===== src/rtl/mips_rf_pkg.sv =====
`default_nettype none
// ============================================================================
//  Module      : mips_rf_pkg
//  Description : Register-file constants and the round-robin pick function
//                shared by the register file, decode and the write arbiter.
//  Revision    : 1.0 - initial release
// ============================================================================
package mips_rf_pkg;

   localparam int RF_ADDR_W = 5;
   localparam logic [RF_ADDR_W-1:0] RF_ZERO_ADDR = 5'd0;

   // The pick function is sized for the largest legal requester count.
   localparam int RR_MAX_REQ = 4;
   localparam int RR_IDX_W   = 2;

   typedef struct packed {
      logic                any;
      logic [RR_IDX_W-1:0] idx;
   } rr_pick_t;

   // Returns the first valid index at or after ptr, wrapping modulo nreq.
   function automatic rr_pick_t rr_pick(input logic [RR_MAX_REQ-1:0] valid,
                                        input logic [RR_IDX_W-1:0]   ptr,
                                        input int                    nreq);
      rr_pick_t res;
      int       k;
      res = '0;
      for (int i = 0; i < RR_MAX_REQ; i++) begin
         k = int'(ptr) + i;
         if (k >= nreq) k = k - nreq;
         if ((i < nreq) && !res.any && valid[k[RR_IDX_W-1:0]]) begin
            res.any = 1'b1;
            res.idx = k[RR_IDX_W-1:0];
         end
      end
      return res;
   endfunction

endpackage
`default_nettype wire


===== src/rtl/rf_write_arbiter_rr.sv =====
`default_nettype none
// ============================================================================
//  Module      : rr_arbiter
//  Description : Round-robin winner selection with its priority pointer;
//                the pointer moves past the winner when advance is strobed.
//  Revision    : 1.0 - initial release
// ============================================================================
module rr_arbiter
   import mips_rf_pkg::*;
#(
   parameter int NREQ = 3
) (
   input  logic                i_clk,
   input  logic                i_rst_n,
   input  logic [NREQ-1:0]     i_valid,
   input  logic                i_advance,
   output logic [NREQ-1:0]     o_grant,
   output logic [RR_IDX_W-1:0] o_winner,
   output logic                o_any
);

   localparam int PTR_W = $clog2(NREQ);

   logic [PTR_W-1:0]      r_rr_ptr;
   logic [RR_MAX_REQ-1:0] w_valid_pad;
   logic [RR_IDX_W-1:0]   w_ptr_pad;
   logic [RR_IDX_W-1:0]   w_win_inc;
   rr_pick_t              w_pick;

   always_comb begin
      w_valid_pad             = '0;
      w_valid_pad[NREQ-1:0]   = i_valid;
      w_ptr_pad               = '0;
      w_ptr_pad[PTR_W-1:0]    = r_rr_ptr;
   end

   assign w_pick   = rr_pick(w_valid_pad, w_ptr_pad, NREQ);
   assign o_any    = w_pick.any;
   assign o_winner = w_pick.idx;

   generate
      for (genvar k = 0; k < NREQ; k++) begin : g_grant
         assign o_grant[k] = w_pick.any & (w_pick.idx == RR_IDX_W'(k));
      end
   endgenerate

   assign w_win_inc = (int'(w_pick.idx) == NREQ - 1) ? '0
                                                     : w_pick.idx + RR_IDX_W'(1);

   always_ff @(posedge i_clk or negedge i_rst_n) begin
      if (!i_rst_n) begin
         r_rr_ptr <= '0;
      end else if (i_advance && w_pick.any) begin
         r_rr_ptr <= w_win_inc[PTR_W-1:0];
      end
   end

endmodule
`default_nettype wire


===== src/rtl/rf_write_arbiter.sv =====
`default_nettype none
// ============================================================================
//  Module      : rf_write_arbiter
//  Description : Round-robin sharing of the register-file write port with a
//                one-entry staging register that holds across i_rf_hold.
//                Optional staged-write forwarding: define RF_WR_FWD_EN.
//  Revision    : 1.0 - initial release
// ============================================================================
module rf_write_arbiter
   import mips_rf_pkg::*;
#(
   parameter int WIDTH = 32,
   parameter int NREQ  = 3
) (
   input  logic                      i_clk,
   input  logic                      i_rst_n,
   input  logic [NREQ-1:0]           i_req_valid,
   input  logic [RF_ADDR_W*NREQ-1:0] i_req_addr,
   input  logic [WIDTH*NREQ-1:0]     i_req_data,
   output logic [NREQ-1:0]           o_req_ready,
   input  logic                      i_rf_hold,
   output logic                      o_rf_we,
   output logic [RF_ADDR_W-1:0]      o_rf_addr,
   output logic [WIDTH-1:0]          o_rf_data
`ifdef RF_WR_FWD_EN
   ,
   input  logic [RF_ADDR_W-1:0]      i_rd_addr1,
   input  logic [RF_ADDR_W-1:0]      i_rd_addr2,
   output logic                      o_fwd_hit1,
   output logic                      o_fwd_hit2,
   output logic [WIDTH-1:0]          o_fwd_data1,
   output logic [WIDTH-1:0]          o_fwd_data2
`endif
);

   logic                 r_stage_valid;
   logic [RF_ADDR_W-1:0] r_stage_addr;
   logic [WIDTH-1:0]     r_stage_data;

   logic                 w_can_accept;
   logic                 w_xfer;
   logic                 w_any;
   logic [NREQ-1:0]      w_grant;
   logic [RR_IDX_W-1:0]  w_winner;
   logic [RF_ADDR_W-1:0] w_sel_addr;
   logic [WIDTH-1:0]     w_sel_data;

   // A full stage can still be replaced in the cycle it drains to the RF.
   assign w_can_accept = ~r_stage_valid | ~i_rf_hold;
   assign w_xfer       = w_any & w_can_accept;
   assign o_req_ready  = w_grant & {NREQ{w_can_accept}};

   rr_arbiter #(
      .NREQ      (NREQ)
   ) u_rr_arbiter (
      .i_clk     (i_clk),
      .i_rst_n   (i_rst_n),
      .i_valid   (i_req_valid),
      .i_advance (w_xfer),
      .o_grant   (w_grant),
      .o_winner  (w_winner),
      .o_any     (w_any)
   );

   always_comb begin
      w_sel_addr = '0;
      w_sel_data = '0;
      for (int k = 0; k < NREQ; k++) begin
         if (int'(w_winner) == k) begin
            w_sel_addr = i_req_addr[RF_ADDR_W*k +: RF_ADDR_W];
            w_sel_data = i_req_data[WIDTH*k +: WIDTH];
         end
      end
   end

   always_ff @(posedge i_clk or negedge i_rst_n) begin
      if (!i_rst_n) begin
         r_stage_valid <= 1'b0;
         r_stage_addr  <= '0;
         r_stage_data  <= '0;
      end else if (w_xfer) begin
         r_stage_valid <= 1'b1;
         r_stage_addr  <= w_sel_addr;
         r_stage_data  <= w_sel_data;
      end else if (!i_rf_hold) begin
         r_stage_valid <= 1'b0;
      end
   end

   // Writes to r0 complete the handshake but never reach the RF.
   assign o_rf_we   = r_stage_valid & ~i_rf_hold & (r_stage_addr != RF_ZERO_ADDR);
   assign o_rf_addr = r_stage_addr;
   assign o_rf_data = r_stage_data;

`ifdef RF_WR_FWD_EN
   assign o_fwd_hit1  = r_stage_valid & (r_stage_addr == i_rd_addr1) &
                        (i_rd_addr1 != RF_ZERO_ADDR);
   assign o_fwd_hit2  = r_stage_valid & (r_stage_addr == i_rd_addr2) &
                        (i_rd_addr2 != RF_ZERO_ADDR);
   assign o_fwd_data1 = r_stage_data;
   assign o_fwd_data2 = r_stage_data;
`endif

endmodule
`default_nettype wire


===== config.mk =====
export PLATFORM = sky130hd
export DESIGN_NAME = rf_write_arbiter
export DESIGN_NICKNAME = d
export VERILOG_FILES = /design/src/rtl/mips_rf_pkg.sv /design/src/rtl/rf_write_arbiter_rr.sv /design/src/rtl/rf_write_arbiter.sv
export SDC_FILE = /design/constraint.sdc
export NUM_CORES = 1
export LEC_CHECK = 0
export CAP_MARGIN = 20
export CORE_MARGIN = 4
export CORE_UTILIZATION = 30
export DETAILED_ROUTE_END_ITERATION = 6
export PLACE_DENSITY = 0.67
export SLEW_MARGIN = 30
export SYNTH_ARGS = -nofsm -noshare
export SYNTH_HDL_FRONTEND = slang
export SYNTH_HIERARCHICAL = 1
export SYNTH_SLANG_ARGS = --single-unit

===== constraint.sdc =====
create_clock -name i_clk -period 3 [get_ports i_clk]
set_clock_uncertainty 0.2 [all_clocks]
set_input_delay 0.45 -clock i_clk [delete_from_list [all_inputs] [get_ports i_clk]]
set_output_delay 0.45 -clock i_clk [all_outputs]
set_load 0.01 [all_outputs]

== Yosys cells after proc, flatten, opt, wreduce, memory -nomap -nowiden ==
Cells that the tools add are included.
W data, S select, Z words.
Operators by class
  reduce and logical (&&, ||, !) cells: 8
  order comparisons: 6
  eq/ne operators: 5
  bitwise operators: 10
  add/sub/neg operators: 6
  multiplexer cells: 21
Operator list (number)
  $mux W32: 3
  $mux W5: 3
  $lt A2 B3 Y1 const B: 3
  $mux W3: 3
  $mux W2: 4
  $and A1 B1 Y1: 6
  $bmux W1 S2: 3
  $eq A2 B2 Y1 const B: 3
  $ge A3 B2 Y1 const B: 2
  $mux W1: 5
  $reduce_bool A5 Y1: 1
  $logic_not A2 Y1: 2
  $sub A2 B1 Y2 const B: 2
  $add A2 B1 Y3 const B: 1
  $add A2 B2 Y3 const B: 1
  $and A3 B3 Y3: 1
  $logic_and A1 B1 Y1: 3
  $add A2 B1 Y2 const B: 1
  $eq A2 B1 Y1 const B: 1
  $ge A2 B2 Y1 const B: 1
  $logic_not A1 Y1: 2
  $ne A2 B1 Y1 const B: 1
  $not A1 Y1: 2
  $sub A2 B2 Y2 const B: 1
  $or A1 B1 Y1: 1
Storage, ports and cells
  word-level logic and storage cells: 60
  register bits: 40
  bits of input ports: 117
  output and inout port bits: 41

== Longest topological paths before layout ==
  depth in word-level cells: 15
  gate-level depth with buffers: 12
  mapped depth without buffers: 9

== By module ==
The synthesis kept the hierarchy.
Modules (own cells, without submodules)
  rf_write_arbiter: sequential area each 950.9 µm², instances 1, area each 2269.7 µm², cells an instance 253
  rr_arbiter: sequential area each 50.0 µm², instances 1, area each 369.1 µm², cells an instance 42

== Worst setup path before layout ==
Ideal clock, no wire load.
  path kind: register to register
  start: register u_rr_arbiter.r_rr_ptr[1]
  end: register u_rr_arbiter.r_rr_ptr[1]
  arrival: 2.567 ns
  buffers on the path: 2
  stages on the path, launching flop included: 11
  slack: 0.108 ns
  required time: 2.675 ns
  period minus slack after synthesis: 2.892 ns
  setup time: 0.125 ns
  path through: dfrtp_1 > inv_1 > ha_1 > mux2i_2 > o221ai_2 > or3_2 > a21boi_1 > buf_2 > buf_2 > o31ai_2 > mux2_2
On the way
  longest elaborated chain between the ends: 13
  elaborated cells between the ends (all ways): 29
  those cells by class: 6 x add/sub; 3 x order compare; 1 x eq/ne; 13 x mux; 1 x bitwise; 5 x reduce/logical
RTL lines
  start, declared: RTL line rf_write_arbiter_rr.sv:24  | logic [PTR_W-1:0] r_rr_ptr;
  start signal, assigned: RTL line rf_write_arbiter_rr.sv:54  | r_rr_ptr <= w_win_inc[PTR_W-1:0];
  branches (longest 10 deep; another with $add A2 B1 Y3)
  $mux W3 *: RTL line mips_rf_pkg.sv:32  | if ((i < nreq) && !res.any && valid[k[RR_IDX_W-1:0]]) begin
  named net w_any: RTL line rf_write_arbiter.sv:42  | logic w_any;
  $and A1 B1 Y1 *: RTL line rf_write_arbiter.sv:50  | assign w_xfer = w_any & w_can_accept;
  named net w_xfer: RTL line rf_write_arbiter.sv:41  | logic w_xfer;
  $logic_and A1 B1 Y1 *: RTL line rf_write_arbiter_rr.sv:53  | end else if (i_advance && w_pick.any) begin
Mark *: on every way through the listed nets, which the timed path passes. The select of a mux whose other input is x is not followed.
A chain may end at the register's enable or synchronous reset.

== Final worst setup path ==
  start: register u_rr_arbiter.r_rr_ptr[1]
  end: output o_req_ready[0]
On the way
  longest elaborated chain between the ends: 14
  elaborated cells between the ends (all ways): 27
  those cells by class: 5 x add/sub; 3 x order compare; 12 x mux; 2 x bitwise; 5 x reduce/logical
RTL lines
  branches (longest 10 deep; another with $add A2 B1 Y3)
  $mux W3 *: RTL line mips_rf_pkg.sv:32
  named net w_winner[0]: RTL line rf_write_arbiter.sv:44  | logic [RR_IDX_W-1:0] w_winner;
  $logic_not A2 Y1 *: RTL line rf_write_arbiter_rr.sv:43  | assign o_grant[k] = w_pick.any & (w_pick.idx == RR_IDX_W'(k));
  $and A1 B1 Y1 *: RTL line rf_write_arbiter_rr.sv:43
  named net w_grant[0]: RTL line rf_write_arbiter.sv:43  | logic [NREQ-1:0] w_grant;
  $and A3 B3 Y3 *: RTL line rf_write_arbiter.sv:51  | assign o_req_ready = w_grant & {NREQ{w_can_accept}};
  end, declared: RTL line rf_write_arbiter.sv:20  | output logic [NREQ-1:0] o_req_ready,
Marks and branches as above.

==> metrics.csv <==
stage,metric,value,unit
synthesis,Mean Syn Cell Area,8.95,µm²
worst_setup_path,Critical Path AT,2.20,ns
detailed_routing,WL per Instance,14.9,µm
clocking,Bufs on Longest Clock Path,2,
timing,fmax,0.351,GHz
floorplanning,DIE HEIGHT,102,µm
timing,Rel. slew slack,0.650,
global_routing,Overflow after GRT,0,
synthesis,Ys Warns,6,
synthesis,Synth Instances,295,
layout,Nets,583,
layout,share of cells above drive strength 1,0.138,
detailed_routing,WL final,8490,µm
clocking,Clock Sinks,40,
synthesis,Yosys reg bits,40,
synthesis,Cell variety after synth,39,
worst_setup_path,CP startpoint kind,register,
synthesis,top-count cell post-synth,nor2_1,
placed_design,HPWL after DPL,6310,µm
pwr,Design Power,4.91,mW
floorplanning,die area,10400,µm²
worst_setup_path,Crit. End Element,primary output,
pwr,leak pwr,1.78,nW
clocking,clock slew at the register clock pins of the worst setup and hold paths,0.07,ns
synthesis,sequential area share after synthesis,0.379,
floorplanning,Starting Density,0.315,
worst_hold_path,hold path cells,2,
timing,setup repair after global routing missed its margin,yes,
synthesis,Post-synth EDFFs,0,
worst_setup_path,CP endpoint,o_req_ready[0],
pwr,switching share of power,0.409,
worst_setup_path,critical path required time,2.35,ns
worst_setup_path,"Max FO, Critical Path",6,
synthesis,mapped cell area,2640,µm²
pwr,Combinational Power Share,0.721,
clocking,H-tree levels,2,
pwr,peak supply drop,0.541,mV
detailed_routing,ANT nets after route,0,
worst_setup_path,worst reg-to-reg path cell count,13,
worst_setup_path,Setup Crit Path Kind,register to primary output,
layout,Layout fillers,780,
floorplanning,Die W,102,µm
global_routing,GRT Util Overall,0.157,
global_routing,vias in the first global route,2696,
timing,max-slew violations,0,
layout,n_diodes,0,
timing,Fin. Hold Viols,0,
synthesis,synth top area cells,"dfrtp_1 (38%), mux2i_1 (15%), a31oi_1 (8.8%)",
worst_setup_path,r2r startpoint,u_rr_arbiter/r_rr_ptr[1]$_DFFE_PN0P_,
detailed_routing,initial DRC count,48,
pwr,Sw Pwr,2.01,mW
global_routing,first-pass GRT wire length,12900,µm
clocking,CTS tree,done,
worst_setup_path,CP max stage cell,dfrtp_1,
worst_setup_path,crit-path max cell delay,0.40,ns
detailed_routing,residual DRC count,0,
clocking,CTS buffer count,5,
synthesis,Post-synth top cells,"nor2_1 (43), nand2_1 (41), dfrtp_1 (40), mux2i_1 (40), a31oi_1 (37)",
layout,Finished Layout Cells,568,
floorplanning,top-level I/O count,158,
worst_setup_path,"Cell Chain, Critical Path","inv_2, ha_4, mux2i_2, buf_4, o221ai_4, nor4b_4, a21oi_4, nor2_1, and2_1, clkbuf_2",
worst_setup_path,Worst R2R End,o_rf_data[25]$_DFFE_PN0P_,
clocking,Root Driver,clkbuf_8,
status,status,"complete, no violations",
floorplanning,row cnt,33,
synthesis,Post-synth top flop,dfrtp_1,
layout,area grow syn2layout,74.7,%
synthesis,Synth top area share,0.379,
detailed_routing,Vias,2696,
timing,# setup viols final,0,
detailed_routing,drt pass-1 iters,4,
layout,area of the multi-input gates,1600,µm²
timing,Slew @ Worst Pin,0.524,ns
timing,Tmin final,2.85,ns
timing,Final period util,0.950,
clocking,clk_lat worst skew,0.28,ns
worst_hold_path,worst min path class,register to register,
synthesis,Mapped Nets,416,
placed_design,GPL Wtd Cong,0.925,
pwr,pwr dens,1070,nW/µm²
pwr,clock network fraction of total power,0.078,
detailed_routing,routed vias/inst,4.75,
floorplanning,core area,8380,µm²
pwr,sequential share of power,0.202,
worst_setup_path,Reg2Reg Setup Slack,0.16,ns
global_routing,initial antenna violation count,0,
worst_setup_path,CP startpoint,u_rr_arbiter/r_rr_ptr[1]$_DFFE_PN0P_,
pwr,internal power,2.90,mW
layout,storage element area,1000,µm²
placed_design,dpl cells,553,
placed_design,port bufs,157,
global_routing,pin count of the biggest net entering global routing,75,
flow_run,Max-Cap Viols,0,
synthesis,most area-hungry cell type in the Yosys netlist,dfrtp_1,
synthesis,ys async rst share,1.00,
[worst min-delay path by stage]
stage	from	to	slack, ns
2_1_floorplan	i_rst_n	o_rf_addr[0]$_DFFE_PN0P_	-0.05
3_3_place_gp	o_rf_data[11]$_DFFE_PN0P_	o_rf_data[11]$_DFFE_PN0P_	0.33
3_5_place_dp	o_rf_data[10]$_DFFE_PN0P_	o_rf_data[10]$_DFFE_PN0P_	0.34
4_1_cts	i_rst_n	o_rf_data[22]$_DFFE_PN0P_	0.13
5_1_grt	o_rf_data[29]$_DFFE_PN0P_	o_rf_data[29]$_DFFE_PN0P_	0.37
6_report	o_rf_data[17]$_DFFE_PN0P_	o_rf_data[17]$_DFFE_PN0P_	0.35
[logic make-up (layout without fill, tap and decap cells)]
group / after synthesis / count (layout) / synth area share
buffers and inverters: 23 / 191 / 0.0602
muxes: 42 / 42 / 0.161
DFF: 40 / 40 / 0.379
and+or+nand+nor: 135 / 135 / 0.249
AOI/OAI and AO/OA: 51 / 51 / 0.131
adders and majority gates: 4 / 4 / 0.0190
[critical path, delay by kind of cell (launching register included)]
kind                     cells  cell delay (ns)
adder cells (fa/ha/maj)      1             0.19
multiplexers                 1             0.23
AO/OA/AOI/OAI                2             0.17
flip-flops                   1             0.40
AND/OR/NAND/NOR              3             0.56
buffers and inverters        3             0.37
[cell type report]
cell class	count	area share
Clock buffer	7	0.0187
Clock inverter	1	0.00163
Timing Repair Buffer	181	0.385
Multi-Input combinational cell	232	0.347
Sequential cell	40	0.217
Tap cell	105	0.0285
Inverter	2	0.00163
[stage by stage]
stage | area, µm² | TNS (ns) | worst slack (ns) | utilization | hold WS (ns)
4_1_cts | 4540 | -0.00837 | -0.00837 | 0.541 | 0.128
3_3_place_gp | 4360 | -1.13 | -0.110 | 0.520 | 0.329
6_report | 4610 | 0 | 0.150 | 0.550 | 0.351
5_1_grt | 4610 | -0.000159 | -0.000159 | 0.550 | 0.374
3_5_place_dp | 4360 | -6.24 | -0.222 | 0.520 | 0.340
2_1_floorplan | 2640 | 0 | 0.108 | - | -0.0456
[sequential cells by signal, summed over array words and instances, names as in the netlist]
signal and count:
r_stage_valid 1, o_rf_data 32, u_rr_arbiter/r_rr_ptr 2, o_rf_addr 5
[cells in the final DEF, fill, tap and decap left out, types with 2 or more instances in the layout]
| cell | n |
|---|---|
| buf_12 | 3 |
| clkbuf_2 | 3 |
| or2_2 | 7 |
| o31ai_2 | 2 |
| or2_0 | 30 |
| a31oi_1 | 37 |
| nor2_1 | 43 |
| and2_1 | 3 |
| mux2i_1 | 38 |
| inv_2 | 2 |
| ha_1 | 2 |
| buf_4 | 20 |
| mux2i_4 | 2 |
| o21ai_1 | 2 |
| clkdlybuf4s50_1 | 152 |
| nand2_1 | 40 |
| clkbuf_8 | 6 |
| ha_4 | 2 |
| dfrtp_1 | 39 |
[power by group through the flow]
stage	logic, mW	clock network, mW	registers (mW)
3_3_place_gp	3.27	0	0.989
3_5_place_dp	3.31	0	1.00
5_1_grt	3.87	0.416	1.04
4_1_cts	3.42	0.399	0.995
6_report	3.54	0.381	0.992
2_1_floorplan	2.04	0	1.11
[routing by layer]
metal	vias up	global-route usage	part of all wire
met2	100	0.289	0.52
li1	1351	-	-
met4	0	0.0337	0.0075
met1	1238	0.185	0.38
met3	7	0.0365	0.099
met5	-	0	0
[timing repair]
item,CTS,global route
resized for setup,16,18
buffers inserted,4,2
hold buffers,0,1
pin swaps,3,5
endpoints found under the hold margin,0,40
setup endpoints to repair,40,40
No activity file was read; power rests on OpenSTA's default activity.
